**config.mk**
```make
export PLATFORM = sky130hd
export DESIGN_NAME = ivector_rr_sched
export DESIGN_NICKNAME = d
export VERILOG_FILES = /design/src/rtl/ivector_rr_sched.sv
export SDC_FILE = /design/constraint.sdc
export NUM_CORES = 1
export LEC_CHECK = 0
export ABC_AREA = 1
export BUFFER_PORTS_ARGS = -buffer_cell sky130_fd_sc_hd__clkbuf_2
export CAP_MARGIN = 20
export CELL_PAD_IN_SITES_DETAIL_PLACEMENT = 1
export CELL_PAD_IN_SITES_GLOBAL_PLACEMENT = 2
export CORE_MARGIN = 2
export CORE_UTILIZATION = 22
export CTS_CLUSTER_DIAMETER = 120
export DETAILED_ROUTE_END_ITERATION = 12
export GPL_TIMING_DRIVEN = 0
export HOLD_SLACK_MARGIN = 0.05
export PLACE_DENSITY = 0.95
export SYNTH_ARGS = -nofsm -noshare
export SYNTH_HDL_FRONTEND = slang
export SYNTH_SLANG_ARGS = --single-unit
```
**constraint.sdc**
```tcl
create_clock -name CLK -period 5.31 [get_ports CLK]
set_input_delay 0.531 -clock CLK [delete_from_list [all_inputs] [get_ports CLK]]
set_output_delay 0.531 -clock CLK [all_outputs]
set_load 0.005 [all_outputs]
```
**src/rtl/ivector_rr_sched.sv**
```systemverilog
// ivector_rr_sched: fair round-robin drain of NUM lane FIFOs into one registered heard output stage,
// with optional per-lane burst holding and a runtime lane-enable mask.
module ivector_rr_sched #(
    parameter int NUM   = 10,
    parameter int WIDTH = 32,
    parameter int IDXW  = 4,
    parameter int BURST = 1
) (
    input  logic                 CLK,
    input  logic                 RST,
    input  logic [NUM-1:0]       lane_rdy,
    input  logic [NUM*WIDTH-1:0] lane_data,
    input  logic [NUM-1:0]       lane_en,
    output logic [NUM-1:0]       lane_deq__ENA,
    output logic                 heard__ENA,
    input  logic                 heard__RDY,
    output logic [IDXW-1:0]      heard_meth,
    output logic [WIDTH-1:0]     heard_v
);
    localparam int CW = $clog2(BURST + 1);
    logic [NUM-1:0]   w_elig;
    logic [IDXW-1:0]  w_rot, w_j, w_g, r_ptr, r_meth;
    logic [CW-1:0]    r_cnt;
    logic [WIDTH-1:0] r_v;
    logic             r_prev, r_ena, w_more, w_hold, w_grant;

    assign w_elig  = lane_rdy & lane_en;
    assign w_more  = ({1'b0, r_cnt} + (CW + 1)'(1)) < (CW + 1)'(BURST);
    // r_ptr always names the previous grantee, so burst hold just re-grants it
    assign w_hold  = r_prev && w_elig[r_ptr] && w_more;
    assign w_grant = !RST && (!r_ena || heard__RDY) && (|w_elig);
    assign w_g     = w_hold ? r_ptr : w_rot;
    assign lane_deq__ENA = w_grant ? {{(NUM-1){1'b0}}, 1'b1} << w_g : '0;
    assign heard__ENA = r_ena;
    assign heard_meth = r_meth;
    assign heard_v    = r_v;

    // Descending scan so the nearest lane after r_ptr wins; r_ptr itself is checked last
    always_comb begin
        w_rot = r_ptr;
        w_j   = '0;
        for (int k = NUM; k >= 1; k--) begin
            w_j = IDXW'((int'(r_ptr) + k) % NUM);
            if (w_elig[w_j]) w_rot = w_j;
        end
    end

    always_ff @(posedge CLK) begin
        if (RST) begin
            r_ena  <= 1'b0;
            r_meth <= '0;
            r_v    <= '0;
            r_ptr  <= IDXW'(NUM - 1);
            r_cnt  <= '0;
            r_prev <= 1'b0;
        end else begin
            r_prev <= w_grant;
            if (w_grant) begin
                r_ena  <= 1'b1;
                r_meth <= w_g;
                r_v    <= lane_data[w_g*WIDTH +: WIDTH];
                r_ptr  <= w_g;
                r_cnt  <= (r_prev && w_g == r_ptr) ? r_cnt + CW'(w_more) : '0;
            end else begin
                r_cnt <= '0;
                if (heard__RDY) r_ena <= 1'b0;
            end
        end
    end
endmodule

```
; ---- Word-level counts from Yosys, hierarchy flattened
; Cells that the tools add are included.
[op_classes]
add_sub_neg = 12
n_div = 10
magnitude_cmp = 12
eq_ne = 1
shifts = 2
mux = 36
n_bitwise = 3
reduce_logical = 11
[ops]
columns = op, n
row1 = "modulo 32 x 5 -> 32 bit, second input constant", 10
row2 = variable part select 320 x 10 -> 32 bit, 1
row3 = "less-than comparator 4 x 5 -> 1 bit, second input constant", 11
row4 = binary-select mux 1 bit (select 4 bit), 11
row5 = two-way mux 4 bit, 11
row6 = "adder 4 x 3 -> 5 bit, second input constant", 4
row7 = "adder 4 x 4 -> 5 bit, second input constant", 3
row8 = two-way mux 1 bit, 13
row9 = "adder 4 x 2 -> 5 bit, second input constant", 2
row10 = bitwise AND 10 bit, 1
row11 = two-way mux 10 bit, 1
row12 = OR reduction 10 bit, 1
row13 = "<< shifter 1 x 4 -> 10 bit, first input constant", 1
row14 = "adder 4 x 1 -> 5 bit, second input constant", 1
row15 = logical AND 1 bit, 5
row16 = == test 4 bit, 1
row17 = OR reduction 3 bit, 1
row18 = "adder 1 x 1 -> 2 bit, second input constant", 1
row19 = logical NOT 1 bit, 2
row20 = "less-than comparator 2 x 1 -> 1 bit, second input constant", 1
row21 = NOT 1 bit, 2
row22 = nonzero test 2 bit, 1
row23 = adder 1 bit, 1
row24 = logical OR 1 bit, 1
[totals]
ff_bits = 43
in_bits = 343
word_cells = 93

; ---- Depth between registers and ports, before layout
; Gate-level depths: netlist (run 1).
[depth]
word_depth = 19
ltp_mapped = 38

; ---- Worst setup path after synthesis (run 1)
; Ideal clock, no wire load.
[synth_timing]
path_kind = flip-flop to output port
start = register r_ptr[1]
end = output lane_deq__ENA[4]
t_arrival_ns = 3.826
path_slack_ns = 0.953
stages_incl_launch_ff = 26
n_path_buf = 3
cell_sequence = dfxtp_1 buf_2 inv_2 ha_1 buf_2 inv_1 ha_1 inv_1 ha_1 nand3b_1 o21ai_0 nand2_1 nand2_1 o21ai_1 inv_2 nand2_1 nand3b_1 a21boi_0 nor2_1 inv_1 a21oi_1 nand2_1 a21boi_1 buf_2 nand2_1 nor2_1
[synth_via]
elab_chain_len = 17
word_cells_on_any_way = 57
classes_between = 10 x add/sub / 10 x div / 1 x shift / 34 x mux / 2 x reduce/logical
[synth_lines]
columns = item, line_no
row1 = "start, declared", 22  ; logic [IDXW-1:0] w_rot, w_j, w_g, r_ptr, r_meth;
row2 = "start signal, assigned", 53  ; r_ptr <= IDXW'(NUM - 1);
row3 = "start signal, assigned", 62  ; r_ptr <= w_g;
row4 = adder 4 x 4 -> 5 bit, 43  ; w_j = IDXW'((int'(r_ptr) + k) % NUM);
row5 = modulo 32 x 5 -> 32 bit, 43
row6 = binary-select mux 1 bit (select 4 bit), 44  ; if (w_elig[w_j]) w_rot = w_j;
row7 = two-way mux 1 bit (implied by the code), 44
row8 = two-way mux 4 bit (10 in a row), 44
row9 = two-way mux 4 bit (*), 32  ; assign w_g = w_hold ? r_ptr : w_rot;
row10 = << shifter 1 x 4 -> 10 bit (*), 33  ; assign lane_deq__ENA = w_grant ? {{(NUM-1){1'b0}}, 1'b1} << w_g : '0;
row11 = two-way mux 10 bit (*), 33
row12 = "end, declared", 14  ; output logic [NUM-1:0] lane_deq__ENA,
; Every way passes the cells marked *; elsewhere a longest branch is shown, timed or not. The select of a mux whose other input is x is not followed.

; ---- Final worst setup path (run 1)
[layout_timing]
start = register r_ptr[1]
end = output lane_deq__ENA[1]
; The elaborated chain is that of the path after synthesis.

==> run metrics, run 1 <==
status complete, no violations; EDFF count, synth 0; Data arrival, critical path 4600 ps; Crit Path Category register to output pin; deepest clock path buffer count 2; global-route wire length before repair roughly 69000 µm; number of global-route vias before repair 12500; root buf cell clkbuf_16; top cell type by total area after synthesis nand2_1; Mapped Cells 1638; Post-synth ARST share 0%; Cell Rows 70; Post-DRT Antenna Nets 0; RePlAce Congestion 0.924; Maximum Capacitance Violations 0; Synth cell types 45; Rel. slew slack 38.5%; H-tree depth 2; CP Cell Sequence buf_6 > inv_8 > ha_4 > buf_6 > clkinvlp_4 > ha_1 > inv_1 > ha_1 > nand3b_1 > o21ai_0 > nand2_1 > nand2_1 > xor2_1 > a21boi_2 > nor2_2 > nand2_2 > nand2_1 > nand2_1 > nand2_2 > inv_4 > buf_4 > nand2_1 > nor2_1 > clkbuf_2; Worst Setup Start Kind register; final hold vios 0; GR Overflow Total 0; placed instance area 10800 µm²; I/O Pins 390; footprint of the multi-input gates 6720 µm²; Most Frequent Cell on Critical Path nand2_1; TritonRoute pass-1 iters 5; Design Area, Final 11400 µm²; buffers added on ports between 300 and 400; DIE AREA 39100 µm²; final wirelength 47300 µm; layout cells sized above 1 29.4%; worst hold path type register to register; fill count between 5000 and 6000; syn_nets 2018; Core ar. 36800 µm²; CP Data Required Time between 4000 and 5000 ps; DRT iter0 DRCs between 500 and 600; YS warnings 0; clock skew 7.02 ps; #FFs+latches synth 39; hpwl dp slightly above 40000 µm; Setup-failing EPs final 0; dominant cells by area after synthesis nand2_1 31%, nand3_1 22%, dfxtp_1 9.4%, ha_1 5.6%, a21oi_1 5.2%; most frequent cells in the layout 673 x nand2_1, 389 x clkbuf_2, 365 x nand3_1; Top FF cell, synth dfxtp_1; clk sinks 39; later-pin clock latency in the skew report approximately 300 ps; final slew viol count 0; Layout area overhead 37.7%; Slew @ Worst Pin 913 ps; Final Hold Slack about 480 ps; DRC Markers 0; area occupied by registers 791 µm²; synthesized cell area 8260 µm²; most common cell after layout, fill and taps aside nand2_1; Critical Path Max Stage Delay 420 ps; Crit. End Element output pin; fmax 0.195 GHz; Syn Area/Cell 5.04 µm²; chip height 198 µm; Die Span X 198 µm; Reg clk slew, reported paths 60 ps; GRT Total Usage 23.2%; post-DR vias/cell 4.87; wire per inst 18.7 µm; Final min period 5130 ps; register area share after synthesis 9.45%; period utilisation layout 96.5%; FF-to-FF setup slack 280 ps; Hold-fix buffers, CTS 0; initial antenna violation count 10; share of the synthesized area in the top cell type 31.0%; Crit Path Max Fanout 16; TritonCTS clock tree done; CP max stage cell dfxtp_4; via count 12300; largest net degree at the start of global routing 20; Initial Utilization between 20 and 25%; fin nets 2427; Num CTS Buffers 5
[cell usage after synthesis (all sizes together), types with 4 or more instances]
cell and number:
o21ai 39, nor4 4, nor2 107, inv 95, dfxtp 39, clkbuf 12
or2 4, nand4 5, nand3 366, nand2 702, a21boi 4, xnor2 4
nand3b 7, a21oi 89, buf 96, xor2 12, ha 37
[what timing repair did]
| item | 4_1_cts | 5_1_grt |
|---|---|---|
| setup endpoints to repair | 44 | 28 |
| resized for setup | 35 | 53 |
| pin swaps | 2 | 3 |
| setup buffers | 2 | 14 |
[state kept, by name, indices dropped and copies added (netlist names)]
name and count:
heard__ENA 1, heard_v 32, r_ptr 4, heard_meth 2
[through the flow]
| stage | setup TNS (ps) | std cells | setup WS, ps | util (%) |
|---|---|---|---|---|
| floorplan | 0 | 1638 | 953 | - |
| global placement | -19750 | 2495 | -933 | 29.3 |
| detailed placement | -24240 | 2495 | -1020 | 29.3 |
| CTS | 0 | 2501 | 1.78 | 30.1 |
| global route | -182 | 2523 | -36.6 | 30.9 |
| finish | 0 | 2524 | 184 | 30.9 |
[cells by family (layout without fill, tap and decap cells)]
group                    after synthesis  in the layout  synth area share [%]
buffers and inverters                205            614                  11.8
AND/OR/NAND/NOR                     1198           1198                  61.7
AO/OA/AOI/OAI                        143            143                  9.43
flip-flops                            39             39                  9.45
adder cells (fa/ha/maj)               37             37                  5.60
other                                  0              9                     0
XOR/XNOR                              16             16                  1.97
[path summary, 6_finish.rpt]
kind	start	end	depth (start not counted)
worst max-delay path	r_ptr[1]	lane_deq__ENA[1]	24
worst min-delay path	heard_meth[0]	heard_meth[0]	2
worst max register to register	r_ptr[1]	heard_v[4]	32
worst min register to register	heard_meth[0]	heard_meth[0]	2
[critical path, delay by kind of cell, from the launching register on]
kind                       cells  cell delay [ps]
and+or+nand+nor               10             1170
buffers and inverters          8             1100
adders and majority gates      3              720
AOI/OAI and AO/OA              2              550
DFF                            1              420
xor gates and xnor gates       1              330
[layout make-up]
| class | count | area share, % |
|---|---|---|
| Multi-Input combinational cell | 1394 | 59.0 |
| Inverter | 97 | 3.43 |
| Timing Repair Buffer | 405 | 18.2 |
| Sequential cell | 39 | 6.95 |
| Clock buffer | 6 | 1.22 |
| Buffer | 105 | 5.81 |
| Tap cell | 468 | 5.15 |
| Clock inverter | 1 | 0.0440 |
| Antenna cell | 9 | 0.198 |
[per-layer routing]
layer	up-vias	routed length [µm]	track usage, %
li1	6124	-	-
met1	5735	18300	25.5
met2	354	24700	43.5
met3	71	2420	3.47
met4	4	1820	11.0
met5	-	30	0
Power of run 1 is left out: the tool's default activity adds up to more than one toggle a clock period on the data nets, which glitch-free logic cannot reach.
==> run 2, diff against run 1 <==
- SETUP_SLACK_MARGIN: not set -> 0.2
==> run 2 against run 1 <==
Against the previous run: sequential share of layout area fell by 0.12 points; cell count rose by 0.40%; register-to-register slack better by 310 ps; flip-flop and latch count did not move; die area did not move; setup slack better by 240 ps; highest routed layer unchanged; via count down 0.16%; wire length increased by 0.92%; count of clock-buffer cells in the layout did not move; non-clock buffer count grew 12; hold slack is essentially flat; global-route usage increased by 0.25 points.
==> run metrics, run 2 (synthesis results as in run 1) <==
status complete, no violations; Critical Path Max Stage Delay 400 ps (-20 ps); later-pin clock latency in the skew report 300 ps (about the same); final wirelength 47700 µm (+0.92%); Setup crit end lane_deq__ENA[8]; worst r2r src r_ptr[0]; Die Span X 198 µm (unchanged); final slew viol count 0 (unchanged); I/O Pins 390 (unchanged); DRT iter0 DRCs 498 (-13%); clock skew 7.04 ps (+0.0197 ps); TNS Setup 0 ps (unchanged); post-DR vias/cell 4.84 (-0.56%); largest net degree at the start of global routing 17 (-15%); CP Data Required Time 4780 ps (about the same); H-tree depth 2 (unchanged); Crit. End Element output pin; FF-to-FF setup slack 590 ps (+310 ps); fin nets 2439 (+0.49%); period utilisation layout 92.0% (-4.5 points); TritonCTS clock tree done; Crit Path Max Fanout 10 (-6); most frequent cells in the layout 655 x nand2_1, 389 x clkbuf_2, 363 x nand3_1; fill count 5154 (-0.43%); layout cells sized above 1 31.3% (+1.9 points); root buf cell clkbuf_16; worst hold path type register to register; wire per inst 18.8 µm (+0.53%); Setup-failing EPs final 0 (unchanged); initial antenna violation count 7 (-3); reg-to-reg endpoint heard_v[7]; Post-DRT Antenna Nets 0 (unchanged); Rel. slew slack 39.8% (+1.3 points); Slew @ Worst Pin 894 ps (-19.2 ps); GRT Total Usage 23.4% (+0.25 points); chip height 198 µm (unchanged); WHS Path Cells 2 (unchanged); origin of the worst setup path r_ptr[0]; Worst Setup Start Kind register; DRC Markers 0 (unchanged); CP max stage cell dfxtp_4; Most Frequent Cell on Critical Path nand2_1; most common cell after layout, fill and taps aside nand2_1; Cell Rows 70 (unchanged); deepest clock path buffer count 2 (unchanged); Layout area overhead 40.9%; Hold-fix buffers, CTS 0 (unchanged); R2R depth 34 (+6.3%); number of global-route vias before repair 12600 (+0.80%); buffers added on ports 389 (unchanged); Reg clk slew, reported paths 60 ps (about the same); Maximum Capacitance Violations 0 (unchanged); hpwl dp 40700 µm (unchanged); fmax 0.205 GHz (+4.9%); RSZ-0062 raised after global routing yes; global-route wire length before repair 70200 µm (+1.3%); final hold vios 0 (unchanged); clk sinks 39 (unchanged); via count 12300 (-0.16%); Num CTS Buffers 5 (unchanged); RePlAce Congestion 0.924 (unchanged); Initial Utilization 22.5% (unchanged); Data arrival, critical path 4350 ps (-250 ps); Largest register FFs 32 (unchanged); Final min period 4890 ps (-241 ps); TritonRoute pass-1 iters 5 (unchanged); Crit Path Category register to output pin; Core ar. 36800 µm² (unchanged); DIE AREA 39100 µm² (unchanged); GR Overflow Total 0 (unchanged)
## run 2: cell types whose count changed in the layout (fill, tap and decap cells not counted), moves of 4 or more
cell	previous run	this run
buf_4	22	30
ha_1	30	26
nand2_2	26	41
nand2_1	673	655
## run 2: area by class of cell
class                   count  area, µm²  share of cell area [%]
multi-input cells        1394       6840                    58.7
flip-flops and latches     39        796                    6.83
plain buffers             108        728                    6.25
diodes                      7       17.5                   0.150
well taps                 468        586                    5.03
clock inverters             1       5.00                  0.0430
repair buffers            414       2130                    18.3
clock buffers               6        139                    1.19
inverters                  97        399                    3.43
## run 2: what timing repair did
item	CTS	global route
resized for setup	70	71
pin swaps	6	17
setup buffers	6	19
setup endpoints to repair	46	40
## run 2: metrics by stage
step	setup slack [ps]	instances	cell area [µm²]	hold slack (ps)	utilization, %
detailed placement	-1020	2495	10800	474	29.3
global route	161	2533	11600	496	31.7
CTS	211	2508	11200	483	30.6
global placement	-933	2495	10800	458	29.3
floorplan	953	1638	8260	456	-
finish	424	2534	11600	478	31.7
## run 2: worst max-delay path, delay by kind of cell (launching register included)
family	cells	cell delay [ps]
AND/OR/NAND/NOR	17	1470
buffers and inverters	10	1290
adder cells (fa/ha/maj)	2	730
flip-flops	1	400
AO/OA/AOI/OAI	1	130
## run 2: routing by layer
layer / GRT usage [%] / vias up / routed length (µm)
li1: - / 6145 / -
met1: 26.0 / 5724 / 18600
met2: 44.5 / 329 / 25000
met3: 3.13 / 68 / 2160
met4: 9.86 / 2 / 1870
met5: 0 / - / 16
## run 2: how the worst min path moves through the flow
stage | from | endpoint | slack, ps
CTS | heard_meth[0] | heard_meth[0] | 480
global route | heard_meth[0] | heard_meth[0] | 500
finish | heard_meth[0] | heard_meth[0] | 480
global placement | heard_meth[0] | heard_meth[0] | 460
detailed placement | heard_meth[0] | heard_meth[0] | 470
floorplan | heard_meth[0] | heard_meth[0] | 460
Power of run 2 is left out for the same reason.
==> run 3, diff against run 2 <==
- ABC_AREA: 1 -> not set
- CORE_UTILIZATION: 22 -> 25
- PLACE_DENSITY: 0.95 -> 0.94
- clock period: 5.31 -> 5 ns (I/O delays scaled with it)
==> run 3 against run 2 <==
Against the previous run: the run now ends with negative setup slack left; non-clock buffer count rose by 121; die area shrank 16%; via count down 3.0%; critical path type is now register to register.
==> run metrics, run 3 <==
status finished, violations left; failing checks negative setup slack; Reg clk slew, reported paths 80 ps (+20 ps); fin nets 2000 (-18%); Worst Setup Start Kind register; Setup-failing EPs final 42 (+42); clock skew 8.98 ps (+1.94 ps); RSZ-0062 raised after global routing yes; Most Frequent Cell on Critical Path buf_4; final slew viol count 0 (unchanged); H-tree depth 2 (unchanged); Mapped Cells 1044 (-36%); Core ar. 30700 µm² (-16%); highest routed layer met5; met1 WL 20800 µm (+12%); GR Overflow Total 0 (unchanged); DIE AREA 32800 µm² (-16%); RePlAce Congestion 0.946 (+2.4%); Initial Utilization 25.5% (+3.0 points); Maximum Capacitance Violations 0 (unchanged); register area share after synthesis 9.96% (+0.52 points); Die Span X 181 µm (-8.5%); Hold-fix buffers, CTS 0 (unchanged); Rel. slew slack 20.8% (-19 points); DRT iter0 DRCs 1220 (+140%); number of global-route vias before repair 12000 (-4.9%); Top FF cell, synth dfxtp_1; post-route setup slack -806 ps (-1230 ps); met3 wire length 4240 µm (+96%); most frequent cells in the layout 386 x clkbuf_2, 131 x buf_4, 129 x mux2i_1; root buf cell clkbuf_16; Cell Rows 64 (-8.6%); final hold vios 0 (unchanged); Crit. End Element register; global-route wire length before repair 75500 µm (+7.5%); met2 wire length 27900 µm (+11%); CP Data Required Time 5200 ps (+420 ps); hpwl dp 38300 µm (-5.8%); Critical Path Max Stage Delay 730 ps (+330 ps); clk sinks 39 (unchanged); Final Util 47.8% (+16 points); period utilisation layout 116%; Cell Count, Final, Fillers Out 2018 (-20%); top cell type by total area after synthesis mux2i_1; CP max stage cell a211oi_1; Commonest cells post-synth 169 x mux2i_1, 88 x nand2_1, 68 x o22ai_1, 67 x o21ai_0, 55 x nor2_1; dominant cells by area after synthesis mux2i_1 22%, dfxtp_1 10%, ha_1 5.9%, o22ai_1 5.4%, o21ai_0 4.3%; Largest register FFs 32 (unchanged); total placed cells including tap cells 1828 (-27%); via count 11900 (-3.0%); GRT Total Usage 30.5% (+7.1 points); TritonCTS clock tree done; syn_nets 1424 (-29%); Crit Path Category register to register; TNS Setup -27790 ps (-27790 ps); synthesized cell area 7840 µm² (-5.2%); most frequent cell after synthesis mux2i_1; Post-DRT Antenna Nets 0 (unchanged); chip height 181 µm (-8.5%); initial antenna violation count 4 (-3); EDFF count, synth 0 (unchanged); Final min period 5810 ps; #FFs+latches synth 39 (unchanged); buffers added on ports 388 (-0.26%); Crit Path Max Fanout 6 (-4); post-DR vias/cell 5.89 (+22%); Num CTS Buffers 5 (unchanged); Layout area overhead 87.6%; DRC Markers 0 (unchanged); fill count 3656 (-29%); wire per inst 28.3 µm (+51%); Post-synth ARST share 0% (unchanged); worst hold path type register to register; I/O Pins 390 (unchanged); share of the synthesized area in the top cell type 21.6% (-9.4 points); Final Hold Slack 476 ps (-1.21 ps); most common cell after layout, fill and taps aside clkbuf_2; Slew @ Worst Pin 1180 ps (+282 ps); deepest clock path buffer count 2 (unchanged); largest net degree at the start of global routing 14 (-3); final wirelength 57200 µm (+20%); Data arrival, critical path 6010 ps (+1660 ps); YS warnings 0 (unchanged); TritonRoute pass-1 iters 5 (unchanged); Syn Area/Cell 7.50 µm² (+49%); later-pin clock latency in the skew report 310 ps (about the same); fmax about 0.17 GHz; Synth cell types 89 (+98%); layout cells sized above 1 54.8% (+24 points)
[run 3: cell types whose count changed after synthesis, moves of 18 or more]
cell / delta
or3_1: +39
a21oi_1: -35
nand2b_1: +18
nor2_1: -51
o21ai_0: +40
nand3_1: -338
inv_1: -50
buf_2: -43
nand2_2: -19
nand2_1: -594
o22ai_1: +65
mux2i_1: +169
[run 3: layout make-up]
class                      instances  area (µm²)  share of cell area [%]
clock buffer                       6         150                    1.02
clock inverter                     2        13.8                  0.0936
sequential                        39         796                    5.41
antenna                            1        2.50                  0.0170
inverter                          29         150                    1.02
tap                              396         495                    3.37
buffer                            74        1040                    7.11
timing repair buffer             569        3790                    25.8
multi-input combinational        902        8250                    56.1
[run 3: routing by layer]
layer | global-route usage, % | vias up
met5 | 0 | -
met2 | 54.7 | 744
met3 | 4.76 | 243
li1 | - | 5158
met4 | 15.3 | 4
met1 | 35.2 | 5746
[run 3: per-stage QoR]
stage	setup slack (ps)	cell area, µm²
4_1_cts	-305	13400
5_1_grt	-980	14700
2_1_floorplan	149	8180
6_report	-806	14700
3_3_place_gp	-1380	10600
3_5_place_dp	-1450	10600
[run 3: timing repair]
item                       CTS  global route
pin swaps                   79            60
gates cloned                 6             6
resized for setup          315           163
buffers inserted           129            40
setup endpoints to repair   48            42
[run 3: worst paths after layout]
| kind | from | end | slack (ps) | cells past startpoint |
|---|---|---|---|---|
| worst max-delay path | r_ptr[0] | heard_v[27] | -810 | 28 |
| worst max register to register | r_ptr[0] | heard_v[27] | -810 | 28 |
| worst min-delay path | heard_meth[3] | heard_meth[3] | 480 | 1 |
| worst min register to register | heard_meth[3] | heard_meth[3] | 480 | 1 |
[run 3: logic make-up after synthesis]
| logic type | Yosys count | share of synthesized area, % |
|---|---|---|
| compound gates | 335 | 29.1 |
| simple gates | 325 | 21.8 |
| mux | 178 | 23.3 |
| buf+inv | 103 | 6.52 |
| fa+ha+maj | 40 | 6.29 |
| flops | 39 | 9.96 |
| xor+xnor | 24 | 2.97 |
[run 3: critical path: cells and delay by family, from the launching register on]
| family | cells | cell delay [ps] |
|---|---|---|
| and+or+nand+nor | 3 | 760 |
| AOI/OAI and AO/OA | 8 | 2310 |
| xor gates and xnor gates | 1 | 260 |
| adders and majority gates | 2 | 370 |
| DFF | 1 | 380 |
| buffers and inverters | 14 | 1540 |
Power of run 3 is left out for the same reason.
